==> src/rtl/adc_capture_pkg.sv <==
// Shared types and helpers for the ADC capture front end.
// The frame type here matches the default configuration. The top defines
// its own frame type sized to its parameters and passes it to the FIFO.
package adc_capture_pkg;

    localparam int unsigned SEQ_W         = 8;
    localparam int unsigned DECIM_CFG_W   = 3;

    localparam int unsigned DEF_DATA_W    = 8;
    localparam int unsigned DEF_NUM_CH    = 1;
    localparam int unsigned DEF_MAX_DECIM = 7;
    localparam int unsigned DEF_ACC_W     = DEF_DATA_W + DEF_MAX_DECIM;
    localparam int unsigned DEF_CH_W      = DEF_NUM_CH * DEF_DATA_W;

    typedef struct packed {
        logic [DEF_CH_W-1:0] data;
        logic [SEQ_W-1:0]    seq;
    } frame_t;

    // Accumulator width that holds 2^max_decim full-scale samples.
    function automatic int unsigned acc_width(input int unsigned data_w,
                                              input int unsigned max_decim);
        return data_w + max_decim;
    endfunction

    // Packed width of one frame of channel words.
    function automatic int unsigned ch_width(input int unsigned data_w,
                                             input int unsigned num_ch);
        return data_w * num_ch;
    endfunction

    // Limit the requested decimation exponent to what the accumulator holds.
    function automatic logic [DECIM_CFG_W-1:0] clamp_decim(
        input logic [DECIM_CFG_W-1:0] req,
        input int unsigned            max_decim
    );
        if (32'(req) > max_decim)
            return DECIM_CFG_W'(max_decim);
        return req;
    endfunction

    // Clip a signed value into the unsigned range [0, 2^width-1].
    function automatic int sat_unsigned(input int value, input int unsigned width);
        int top;
        top = (1 << width) - 1;
        if (value < 0)
            return 0;
        if (value > top)
            return top;
        return value;
    endfunction

endpackage

==> src/rtl/adc_capture_fifo.sv <==
// Synchronous show-ahead FIFO of frames with occupancy output.
// A push while full is accepted only when a pop happens in the same cycle.
module adc_capture_fifo
    import adc_capture_pkg::*;
#(
    parameter int unsigned DEPTH = 4,
    parameter type         entry_t = adc_capture_pkg::frame_t
) (
    input  logic                     clock,
    input  logic                     reset,
    input  logic                     push,
    input  entry_t                   push_frame,
    input  logic                     pop,
    output entry_t                   head,
    output logic                     full,
    output logic                     empty,
    output logic [$clog2(DEPTH):0]   level
);

    localparam int unsigned AW = $clog2(DEPTH);

    entry_t          mem [DEPTH];
    logic [AW-1:0]   rd_ptr;
    logic [AW-1:0]   wr_ptr;
    logic            wr_en;
    logic            rd_en;

    assign full  = (level == (AW + 1)'(DEPTH));
    assign empty = (level == '0);
    assign wr_en = push && (!full || pop);
    assign rd_en = pop && !empty;
    assign head  = mem[rd_ptr];

    // Storage, pointers and occupancy count.
    always_ff @(posedge clock) begin
        if (reset) begin
            for (int unsigned i = 0; i < DEPTH; i++)
                mem[i] <= '0;
            rd_ptr <= '0;
            wr_ptr <= '0;
            level  <= '0;
        end else begin
            if (wr_en) begin
                mem[wr_ptr] <= push_frame;
                wr_ptr      <= wr_ptr + 1'b1;
            end
            if (rd_en)
                rd_ptr <= rd_ptr + 1'b1;
            case ({wr_en, rd_en})
                2'b10:   level <= level + 1'b1;
                2'b01:   level <= level - 1'b1;
                default: level <= level;
            endcase
        end
    end

endmodule

==> src/rtl/adc_capture_frontend.sv <==
// ADC capture front end: programmable adc_clock, per-strobe accumulation of
// NUM_CH channels, boxcar average of 2^n conversions, frame FIFO and stream.
// Optional feature macro: ADC_CAPTURE_OFFSET_EN (offset subtract + saturate,
// one extra pipeline stage, adds the cfg_offset port).
module adc_capture_frontend
    import adc_capture_pkg::*;
#(
    parameter int unsigned DATA_W     = 8,
    parameter int unsigned NUM_CH     = 1,
    parameter int unsigned DIV_W      = 8,
    parameter int unsigned MAX_DECIM  = 7,
    parameter int unsigned FIFO_DEPTH = 4
) (
    input  logic                          clock,
    input  logic                          reset,
    input  logic                          cfg_enable,
    input  logic [DIV_W-1:0]              cfg_clk_div,
    input  logic [2:0]                    cfg_decim_log2,
    input  logic                          cfg_clear_ovf,
`ifdef ADC_CAPTURE_OFFSET_EN
    input  logic signed [DATA_W:0]        cfg_offset,
`endif
    output logic                          adc_clock,
    input  logic [NUM_CH*DATA_W-1:0]      adc_data,
    output logic                          out_valid,
    input  logic                          out_ready,
    output logic [NUM_CH*DATA_W-1:0]      out_data,
    output logic [7:0]                    out_seq,
    output logic [$clog2(FIFO_DEPTH):0]   fifo_level,
    output logic                          overflow,
    output logic [7:0]                    drop_count
);

    localparam int unsigned ACC_W  = acc_width(DATA_W, MAX_DECIM);
    localparam int unsigned CH_W   = ch_width(DATA_W, NUM_CH);
    localparam int unsigned DCNT_W = MAX_DECIM + 1;

    typedef struct packed {
        logic [CH_W-1:0]  data;
        logic [SEQ_W-1:0] seq;
    } frame_t;

    // Configuration capture
    logic               en_q;
    logic               enable_rise;
    logic [DIV_W-1:0]   div_q;
    logic [2:0]         decim_q;
    logic [DIV_W-1:0]   div_eff;
    logic [2:0]         decim_eff;

    // Divider and accumulation
    logic [DIV_W-1:0]   div_cnt;
    logic               terminal;
    logic               strobe;
    logic [DCNT_W-1:0]  dec_cnt;
    logic [DCNT_W-1:0]  decim_mask;
    logic               last_sample;
    logic [ACC_W-1:0]   acc     [NUM_CH];
    logic [ACC_W-1:0]   sum     [NUM_CH];
    logic [ACC_W-1:0]   shifted [NUM_CH];
    logic [CH_W-1:0]    avg_word;

    // Frame pipeline and FIFO side
    logic               frm_vld;
    logic [CH_W-1:0]    frm_data;
    logic               push;
    logic [CH_W-1:0]    push_data;
    frame_t             push_frame;
    frame_t             head;
    logic               pop;
    logic               full;
    logic               empty;
    logic               drop;
    logic [SEQ_W-1:0]   seq_q;

    // The rise cycle uses the incoming configuration directly so the divider
    // starts counting with the new value in the same cycle it is latched.
    assign enable_rise = cfg_enable && !en_q;
    assign div_eff     = enable_rise ? cfg_clk_div : div_q;
    assign decim_eff   = enable_rise ? clamp_decim(cfg_decim_log2, MAX_DECIM) : decim_q;

    // Latch configuration on the rising edge of cfg_enable only.
    always_ff @(posedge clock) begin
        if (reset) begin
            en_q    <= 1'b0;
            div_q   <= '0;
            decim_q <= '0;
        end else begin
            en_q <= cfg_enable;
            if (enable_rise) begin
                div_q   <= cfg_clk_div;
                decim_q <= clamp_decim(cfg_decim_log2, MAX_DECIM);
            end
        end
    end

    assign terminal = (div_cnt == div_eff);
    assign strobe   = cfg_enable && terminal && adc_clock;

    // Divider: toggle adc_clock on each terminal count, held low when disabled.
    always_ff @(posedge clock) begin
        if (reset || !cfg_enable) begin
            div_cnt   <= '0;
            adc_clock <= 1'b0;
        end else if (terminal) begin
            div_cnt   <= '0;
            adc_clock <= ~adc_clock;
        end else begin
            div_cnt <= div_cnt + 1'b1;
        end
    end

    // Running sums including the current sample, and the truncated average.
    always_comb begin
        avg_word    = '0;
        decim_mask  = DCNT_W'((32'd1 << decim_eff) - 32'd1);
        last_sample = (dec_cnt == decim_mask);
        for (int unsigned k = 0; k < NUM_CH; k++) begin
            sum[k]     = acc[k] + ACC_W'(adc_data[k*DATA_W +: DATA_W]);
            shifted[k] = sum[k] >> decim_eff;
            avg_word[k*DATA_W +: DATA_W] = shifted[k][DATA_W-1:0];
        end
    end

    // Accumulate per strobe; restart on the strobe that completes a frame.
    always_ff @(posedge clock) begin
        if (reset || !cfg_enable) begin
            dec_cnt <= '0;
            for (int unsigned k = 0; k < NUM_CH; k++)
                acc[k] <= '0;
        end else if (strobe) begin
            if (last_sample) begin
                dec_cnt <= '0;
                for (int unsigned k = 0; k < NUM_CH; k++)
                    acc[k] <= '0;
            end else begin
                dec_cnt <= dec_cnt + 1'b1;
                for (int unsigned k = 0; k < NUM_CH; k++)
                    acc[k] <= sum[k];
            end
        end
    end

    // Register the completed frame; it is offered to the FIFO next cycle.
    always_ff @(posedge clock) begin
        if (reset) begin
            frm_vld  <= 1'b0;
            frm_data <= '0;
        end else begin
            frm_vld <= strobe && last_sample;
            if (strobe && last_sample)
                frm_data <= avg_word;
        end
    end

`ifdef ADC_CAPTURE_OFFSET_EN
    logic signed [DATA_W:0] offset_q;
    logic [CH_W-1:0]        off_word;
    logic [CH_W-1:0]        off_data;
    logic                   off_vld;

    // Offset is captured alongside the other configuration.
    always_ff @(posedge clock) begin
        if (reset)
            offset_q <= '0;
        else if (enable_rise)
            offset_q <= cfg_offset;
    end

    // Subtract the offset per channel and clip to the unsigned word range.
    always_comb begin
        off_word = '0;
        for (int unsigned k = 0; k < NUM_CH; k++)
            off_word[k*DATA_W +: DATA_W] = DATA_W'(sat_unsigned(
                int'({1'b0, frm_data[k*DATA_W +: DATA_W]}) - int'(offset_q), DATA_W));
    end

    // Extra stage holding the offset-corrected frame.
    always_ff @(posedge clock) begin
        if (reset) begin
            off_vld  <= 1'b0;
            off_data <= '0;
        end else begin
            off_vld <= frm_vld;
            if (frm_vld)
                off_data <= off_word;
        end
    end

    assign push      = off_vld;
    assign push_data = off_data;
`else
    assign push      = frm_vld;
    assign push_data = frm_data;
`endif

    // Tag each offered frame with the current sequence number.
    always_comb begin
        push_frame      = '0;
        push_frame.data = push_data;
        push_frame.seq  = seq_q;
    end

    assign pop  = out_valid && out_ready;
    assign drop = push && full && !pop;

    // Sequence advances for every offered frame, dropped or not.
    always_ff @(posedge clock) begin
        if (reset)
            seq_q <= '0;
        else if (push)
            seq_q <= seq_q + 1'b1;
    end

    // Sticky overflow and saturating drop counter; a drop beats a clear.
    always_ff @(posedge clock) begin
        if (reset) begin
            overflow   <= 1'b0;
            drop_count <= '0;
        end else if (drop) begin
            overflow <= 1'b1;
            if (cfg_clear_ovf)
                drop_count <= 8'd1;
            else if (drop_count != 8'hFF)
                drop_count <= drop_count + 1'b1;
        end else if (cfg_clear_ovf) begin
            overflow   <= 1'b0;
            drop_count <= '0;
        end
    end

    adc_capture_fifo #(
        .DEPTH   (FIFO_DEPTH),
        .entry_t (frame_t)
    ) u_fifo (
        .clock      (clock),
        .reset      (reset),
        .push       (push),
        .push_frame (push_frame),
        .pop        (pop),
        .head       (head),
        .full       (full),
        .empty      (empty),
        .level      (fifo_level)
    );

    assign out_valid = !empty;
    assign out_data  = head.data;
    assign out_seq   = head.seq;

endmodule

==> config.mk <==
export PLATFORM = sky130hd
export DESIGN_NAME = adc_capture_frontend
export DESIGN_NICKNAME = d
export VERILOG_FILES = /design/src/rtl/adc_capture_pkg.sv /design/src/rtl/adc_capture_fifo.sv /design/src/rtl/adc_capture_frontend.sv
export SDC_FILE = /design/constraint.sdc
export NUM_CORES = 1
export LEC_CHECK = 0
export ABC_AREA = 1
export BUFFER_PORTS_ARGS = -buffer_cell sky130_fd_sc_hd__buf_2
export CAP_MARGIN = 20
export CORE_MARGIN = 2
export CORE_UTILIZATION = 61
export DETAILED_ROUTE_END_ITERATION = 10
export PLACE_DENSITY = 0.8
export SKIP_CTS_REPAIR_TIMING = 1
export SYNTH_ARGS = -nofsm -noshare
export SYNTH_HDL_FRONTEND = slang
export SYNTH_SLANG_ARGS = --single-unit
export TNS_END_PERCENT = 10
==> constraint.sdc <==
create_clock -name clock -period 3 [get_ports clock]
set_input_delay 0.15 -clock clock [delete_from_list [all_inputs] [get_ports clock]]
set_output_delay 0.15 -clock clock [all_outputs]
set_load 0.1 [all_outputs]
## Word-level counts from Yosys, hierarchy flattened

Memory sizes are Yosys's and may differ from the RTL's. A register that Yosys moved wholly into a read port is not among the register bits.
Cells that the tools add are included.

| word-level totals | value |
|---|---|
| bits in registers | 62 |
| latch bits | 0 |
| bits in writable memories | 79 |
| memory bits (read-only) | 0 |
| input bits | 24 |
| logic and storage cells | 94 |
| memories kept | 2 |

Memories:

| name | words | width | read ports | clocked after Yosys merged registers in | wr ports | RTL line | text |
|---|---|---|---|---|---|---|---|
| u_fifo.mem | 4 | 16 | 1 | 1 | 4 | adc_capture_fifo.sv:22 | `entry_t mem [DEPTH];` |
| acc | 1 | 15 | 1 | 0 | 1 | adc_capture_frontend.sv:58 | `logic [ACC_W-1:0] acc [NUM_CH];` |

| operators by class | value |
|---|---|
| add/sub/neg operators | 10 |
| $mul | 0 |
| div/mod/pow operators | 0 |
| $lt $le $gt $ge | 0 |
| eq/ne operators | 6 |
| shifts and indexed selects | 2 |
| multiplexer cells | 34 |
| bitwise logic cells | 1 |
| reduce and logical (&&, ||, !) cells | 25 |

Operators with widths:

| kind | number |
|---|---|
| $mux 8 | 6 |
| $add 8x1->8 const B | 4 |
| $mux 15 | 2 |
| $reduce_or 15->1 | 2 |
| $mux 1 | 20 |
| $eq 8x8->1 | 2 |
| $mux 16 | 1 |
| $reduce_or 16->1 | 1 |
| $add 15x8->15 | 1 |
| $shr 15x3->8 | 1 |
| $logic_and 1x1->1 | 9 |
| $ne 8x8->1 const B | 1 |
| $shl 1x3->8 const A | 1 |
| $sub 8x1->8 const B | 1 |
| $mux 2 | 3 |
| $pmux 3 s2 | 1 |
| $reduce_bool 2->1 | 3 |
| $logic_not 1->1 | 5 |
| $add 2x1->2 const B | 2 |
| $add 3x1->3 const B | 1 |
| $eq 3x3->1 const B | 1 |
| $logic_not 3->1 | 1 |
| $mux 3 | 1 |
| $sub 3x1->3 const B | 1 |
| other kinds (6) | 7 |

## Logic depth before layout (Yosys ltp)

| depth | value |
|---|---|
| word-level depth | 13 |
| mapped depth | 18 |
| gate-level depth less buffers | 17 |

## By module

From an unflattened synthesis, not the netlist that was laid out.

| unflattened totals | value |
|---|---|
| cell total of the unflattened synthesis | 979 |
| area, all modules | 7,922.6 µm² |

By module, submodules not included:

| module | times used | cells each | area an instance (µm²) | seq. area each (µm²) |
|---|---|---|---|---|
| adc_capture_frontend | 1 | 663 | 4,546.9 | 1,551.5 |
| adc_capture_fifo | 1 | 316 | 3,375.7 | 2,102.0 |

## Worst setup path before layout

Ideal clock, no wire load.

| timing path | value |
|---|---|
| path kind | register to register |
| start | reg u_fifo.level[0] |
| end | reg u_fifo.level[2] |
| arrival | 3.052 ns |
| setup slack | -0.175 ns |
| cell stages (with the launch flop) | 12 |
| buffers on the path | 0 |
| path through | dfxtp_1 > nor2_1 > nand2_1 > nand2_1 > inv_1 > ha_1 > inv_1 > fa_1 > a21oi_1 > o21ai_0 > o21ai_0 > a21oi_1 |

| on the way | value |
|---|---|
| elaborated cells between the ends (all ways) | 14 |
| those cells by class | add/sub (2); eq/ne (3); mux (1); reduce/logical (8) |

RTL lines:

| element | RTL line | text |
|---|---|---|
| start, declared | adc_capture_fifo.sv:17 | `output logic [$clog2(DEPTH):0] level` |
| start signal, assigned | adc_capture_fifo.sv:50 | `2'b10: level <= level + 1'b1;` |
| start signal, assigned | adc_capture_fifo.sv:51 | `2'b01: level <= level - 1'b1;` |
| start signal, assigned | adc_capture_fifo.sv:52 | `default: level <= level;` |
| $logic_not 3->1 * | adc_capture_fifo.sv:29 | `assign empty = (level == '0);` |
| $logic_not 1->1 * | adc_capture_frontend.sv:247 | `assign out_valid = !empty;` |
| via out_valid | adc_capture_frontend.sv:25 | `output logic out_valid,` |
| $logic_and 1x1->1 | adc_capture_frontend.sv:204 | `assign pop = out_valid && out_ready;` |
| $logic_and 1x1->1 * | adc_capture_fifo.sv:31 | `assign rd_en = pop && !empty;` |
| via u_fifo.rd_en | adc_capture_fifo.sv:26 | `logic rd_en;` |
| $eq 2x1->1 / $eq 2x2->1 (equally long branches) | adc_capture_fifo.sv:49 | `case ({wr_en, rd_en})` |
| $pmux 3 s2 / $reduce_bool 2->1 (equally long branches) | - |  |

Mark *: on every way through the listed nets, which the timed path passes. The rest lies on a longest branch.
A chain may end at the register's enable or synchronous reset.

## Final worst setup path

| timing path | value |
|---|---|
| start | reg en_q |
| end | mem acc[0][10] in the netlist's numbering (data pin) |

| on the way | value |
|---|---|
| longest elaborated chain between the ends | 12 |
| elaborated cells between the ends (all ways) | 16 |
| those cells by class | add/sub (1); eq/ne (2); shift (1); mux (7); reduce/logical (5) |

Ends and longest elaborated chain:

| element | RTL line | text |
|---|---|---|
| start, declared | adc_capture_frontend.sv:44 | `logic en_q;` |
| start signal, assigned | adc_capture_frontend.sv:89 | `en_q <= cfg_enable;` |
| $logic_not 1->1 * | adc_capture_frontend.sv:78 | `assign enable_rise = cfg_enable && !en_q;` |
| $logic_and 1x1->1 * | adc_capture_frontend.sv:78 |  |
| $mux 3 | - |  |
| $shl 1x3->8 | adc_capture_frontend.sv:116 | `decim_mask = DCNT_W'((32'd1 << decim_eff) - 32'd1);` |
| $sub 8x1->8 | adc_capture_frontend.sv:116 |  |
| $eq 8x8->1 | adc_capture_frontend.sv:117 | `last_sample = (dec_cnt == decim_mask);` |
| $mux 1 | adc_capture_frontend.sv:132 | `if (last_sample) begin` |
| $mux 1 * | adc_capture_frontend.sv:131 | `end else if (strobe) begin` |
| $mux 1 * | adc_capture_frontend.sv:127 | `if (reset \|\| !cfg_enable) begin` |
| $mux 1 (not written as such) * | adc_capture_frontend.sv:139 | `acc[k] <= sum[k];` |
| $reduce_or 15->1 (no source line) * | - |  |
| $mux 15 (no source line) * | - |  |
| end, declared | adc_capture_frontend.sv:58 |  |

Every way passes the cells marked *; elsewhere a longest branch is shown, timed or not.

==> flow_summary.json <==
{
  "clock_latency_ps": 430,
  "startpoint": "en_q$_SDFF_PP0_",
  "num_rows": 40,
  "cp.required_ps": 3160,
  "ant_nets": 0,
  "critPathSlowestCell": "dfxtp_1",
  "regArea_um2": 3650,
  "yosysUniqueCellTypes": 40,
  "maxSlewViolCount": 0,
  "overflow": 0,
  "vias": 6645,
  "io_pins": 54,
  "routabilityCongestion": 0.855,
  "fin_setup_tns_ps": 0,
  "syn_area_per_cell_um2": 7.66,
  "io_buffers": 53,
  "p_leak_nw": 3.73,
  "cpPeakStageDelay_ps": 380,
  "p_per_area_nw_per_um2": 552,
  "relSlewSlack_pct": 66.1,
  "cts_sinks": 143,
  "rsz0062_at_grt": "no",
  "drive_gt1_share_pct": 11.9,
  "grt_usage_pct": 26.2,
  "fmax_mhz": 367,
  "total_power_mw": 4.82,
  "hold_viol": 0,
  "reg2reg_to": "acc[0][10]$_SDFFCE_PN0P_",
  "crit_fanout": 16,
  "antenna_found_initial": 0,
  "r2r-start": "en_q$_SDFF_PP0_",
  "crit_end": "acc[0][10]$_SDFFCE_PN0P_",
  "syn_inst": 997,
  "arrival_ps": 2890,
  "setup-violations-final": 0,
  "maxCapViolCount": 0,
  "synth_top_area_share_pct": 31.1,
  "dr.pass1.iters": 5,
  "yosys.area.top_type": "edfxtp_1",
  "critPathCaptureType": "flop",
  "status": "finished clean",
  "hp-start": "cfg_clear_ovf",
  "start_util_pct": 63.0,
  "grt_pass1_wl_um": 27700,
  "multi_input_area_um2": 3330,
  "fin_nets": 1100,
  "r2r_setup_slack_ps": 270,
  "period_share_pct": 90.9,
  "ys_seq_elements": 143,
  "grt_max_degree": 33,
  "fp.dieW_um": 116,
  "coreArea_um2": 12100,
  "fillerInstances": 998,
  "antenna_cells": 0,
  "synth_nets": 1037,
  "fin_skew_ps": 9.01,
  "clockBufferDepth": 2,
  "synthTopCellsByArea": "edfxtp_1, dfxtp_1, nand2_1, nor2_1, nand3_1",
  "clk_pin_slew_ps": 60,
  "via_per_inst": 5.35,
  "grt_pass1_vias": 6154,
  "drt_iter0_drc": 661,
  "die_h_um": 116,
  "cts-root-buf": "clkbuf_16",
  "tritoncts": "built",
  "routedWlPerCell_um": 13.7,
  "numCtsBuffers": 17,
  "hpwl_um": 11500,
  "holdWs_ps": 54.6,
  "min-delay-path-class": "input port to flop",
  "path_cells": "inv_2, nand2_4, nand2_1, nand2_4, nand3_1, ha_1, a21oi_1, o21ai_0, nor2_1, nand2_1, nor2_1, inv_2, nor2_4, nand2_1, nand3_2, a21oi_1",
  "drt-total-wl_um": 17000,
  "worstMarginPinSlew_ps": 508,
  "drc": 0,
  "min_period_ps": 2730,
  "synth-seq-area-share_pct": 47.9,
  "htree_levels": 4,
  "areaGrowthSynthToFinish_pct": 14.3,
  "worstSetupPathType": "flop to flop",
  "die_area_um2": 13400,
  "cp-start-kind": "flop",
  "path_common_cell": "nand2_1",
  "syn_area_um2": 7630,
  "reg2reg_depth": 16,
  "vdd.ir_drop.worst_mv": 0.343,
  "synth_warnings": 0
}
-- metal layers --
metal / vias to the layer above / global-route usage (%) / routed length [um]
met4: 0 / 9.37 / 261
met2: 193 / 45.1 / 8350
met3: 25 / 5.65 / 845
met1: 3034 / 32.6 / 7500
li1: 3393 / - / -
met5: - / 0 / 0
-- kinds of logic after synthesis --
kind of cell / after synthesis / share of synthesized area [%]
adders and majority gates: 16 / 2.82
and+or+nand+nor: 540 / 30.9
DFF: 143 / 47.9
buffers and inverters: 165 / 8.60
xor gates and xnor gates: 10 / 1.15
AOI/OAI and AO/OA: 123 / 8.70
-- power by group --
part           leakage (nW)  total (mW)  switching, mW  internal, mW
sequential             1.34        2.14         0.0210          2.11
combinational          2.11       0.510          0.362         0.148
clock                 0.293        2.17          0.793          1.38
total                  3.73        4.82           1.18          3.64
-- cell usage after synthesis, drive strengths merged --
library cell and count:
nand3b 6, nand2 220, fa 2, nor3 10, nand3 106, nor2 183, clkinv 1, a211oi 4
inv 136, dfxtp 64, nor3b 1, xor2 7, nand4 9, edfxtp 79, o211ai 2, o22ai 16
nor4 3, ha 14, buf 7, o31ai 1, a21oi 43, o21ai 57, or2 1, clkbuf 21
and2 1, xnor2 3
-- per-stage QoR --
| step | instances | utilization, % | area, um2 | worst slack, ps |
|---|---|---|---|---|
| CTS | 1241 | 72.0 | 8720 | 272 |
| finish | 1241 | 72.0 | 8720 | 274 |
| global placement | 1209 | 67.0 | 8120 | 356 |
| global route | 1241 | 72.0 | 8720 | 54.6 |
| detailed placement | 1209 | 67.0 | 8120 | 292 |
| floorplan | 997 | - | 7640 | -50.3 |
-- registers in the layout (all words and copies together), names as in the netlist, 8 cells and up, named ones only --
signal and cells:
acc 15, dec_cnt 8, div_cnt 8, div_q 8, drop_count 8, frm_data 8
seq_q 8, u_fifo.mem 64
-- placed cells by master (no fill, tap or decap), types with 3 or more instances in the layout --
cell / netlist / routed
nand3b_1: 6 / 6
dfxtp_1: 64 / 64
nor2_4: 3 / 3
nand2_1: 209 / 208
nand2_2: 7 / 8
nor3_1: 10 / 10
nor2_1: 178 / 178
xnor2_1: 3 / 3
buf_2: 1 / 53
clkinv_1: 1 / 3
inv_1: 133 / 133
o21ai_0: 54 / 52
o22ai_1: 16 / 16
clkbuf_16: 0 / 17
ha_1: 14 / 14
edfxtp_1: 79 / 79
clkinv_2: 0 / 3
nor4_1: 3 / 3
buf_4: 3 / 19
a211oi_1: 4 / 4
clkbuf_1: 21 / 3
o21ai_1: 2 / 4
bufinv_16: 0 / 4
nand2_4: 4 / 4
nand4_1: 9 / 9
nand3_1: 102 / 102
xor2_1: 7 / 7
a21oi_1: 41 / 41
-- worst min-delay path by stage --
stage / endpoint / slack (ps) / cells past startpoint
after floorplan: u_fifo.wr_ptr[1]$_SDFFE_PP0P_ / 230 / 1
after global placement: u_fifo.rd_ptr[0]$_SDFFE_PP0P_ / 460 / 1
after detailed placement: flop / 460 / 2
after CTS: drop_count[4]$_SDFFE_PP0P_ / 30 / 4
after global routing: div_q[5]$_SDFF_PP0_ / 80 / 3
final: drop_count[4]$_SDFFE_PP0P_ / 50 / 4
-- final cells by class --
type	count	area share (%)
clock buffer	20	5.01
clock inverter	12	1.92
inverter	137	5.92
multi-input combinational	689	38.2
sequential	143	41.9
tap	168	2.41
timing repair buffer	72	4.68
-- critical path, delay by kind of cell (launching register included) --
| family | cells | cell delay, ps |
|---|---|---|
| and+or+nand+nor | 10 | 1290 |
| DFF | 1 | 380 |
| adders and majority gates | 1 | 300 |
| AOI/OAI and AO/OA | 3 | 300 |
| buffers and inverters | 2 | 170 |
(Power assumes the default switching activity.)
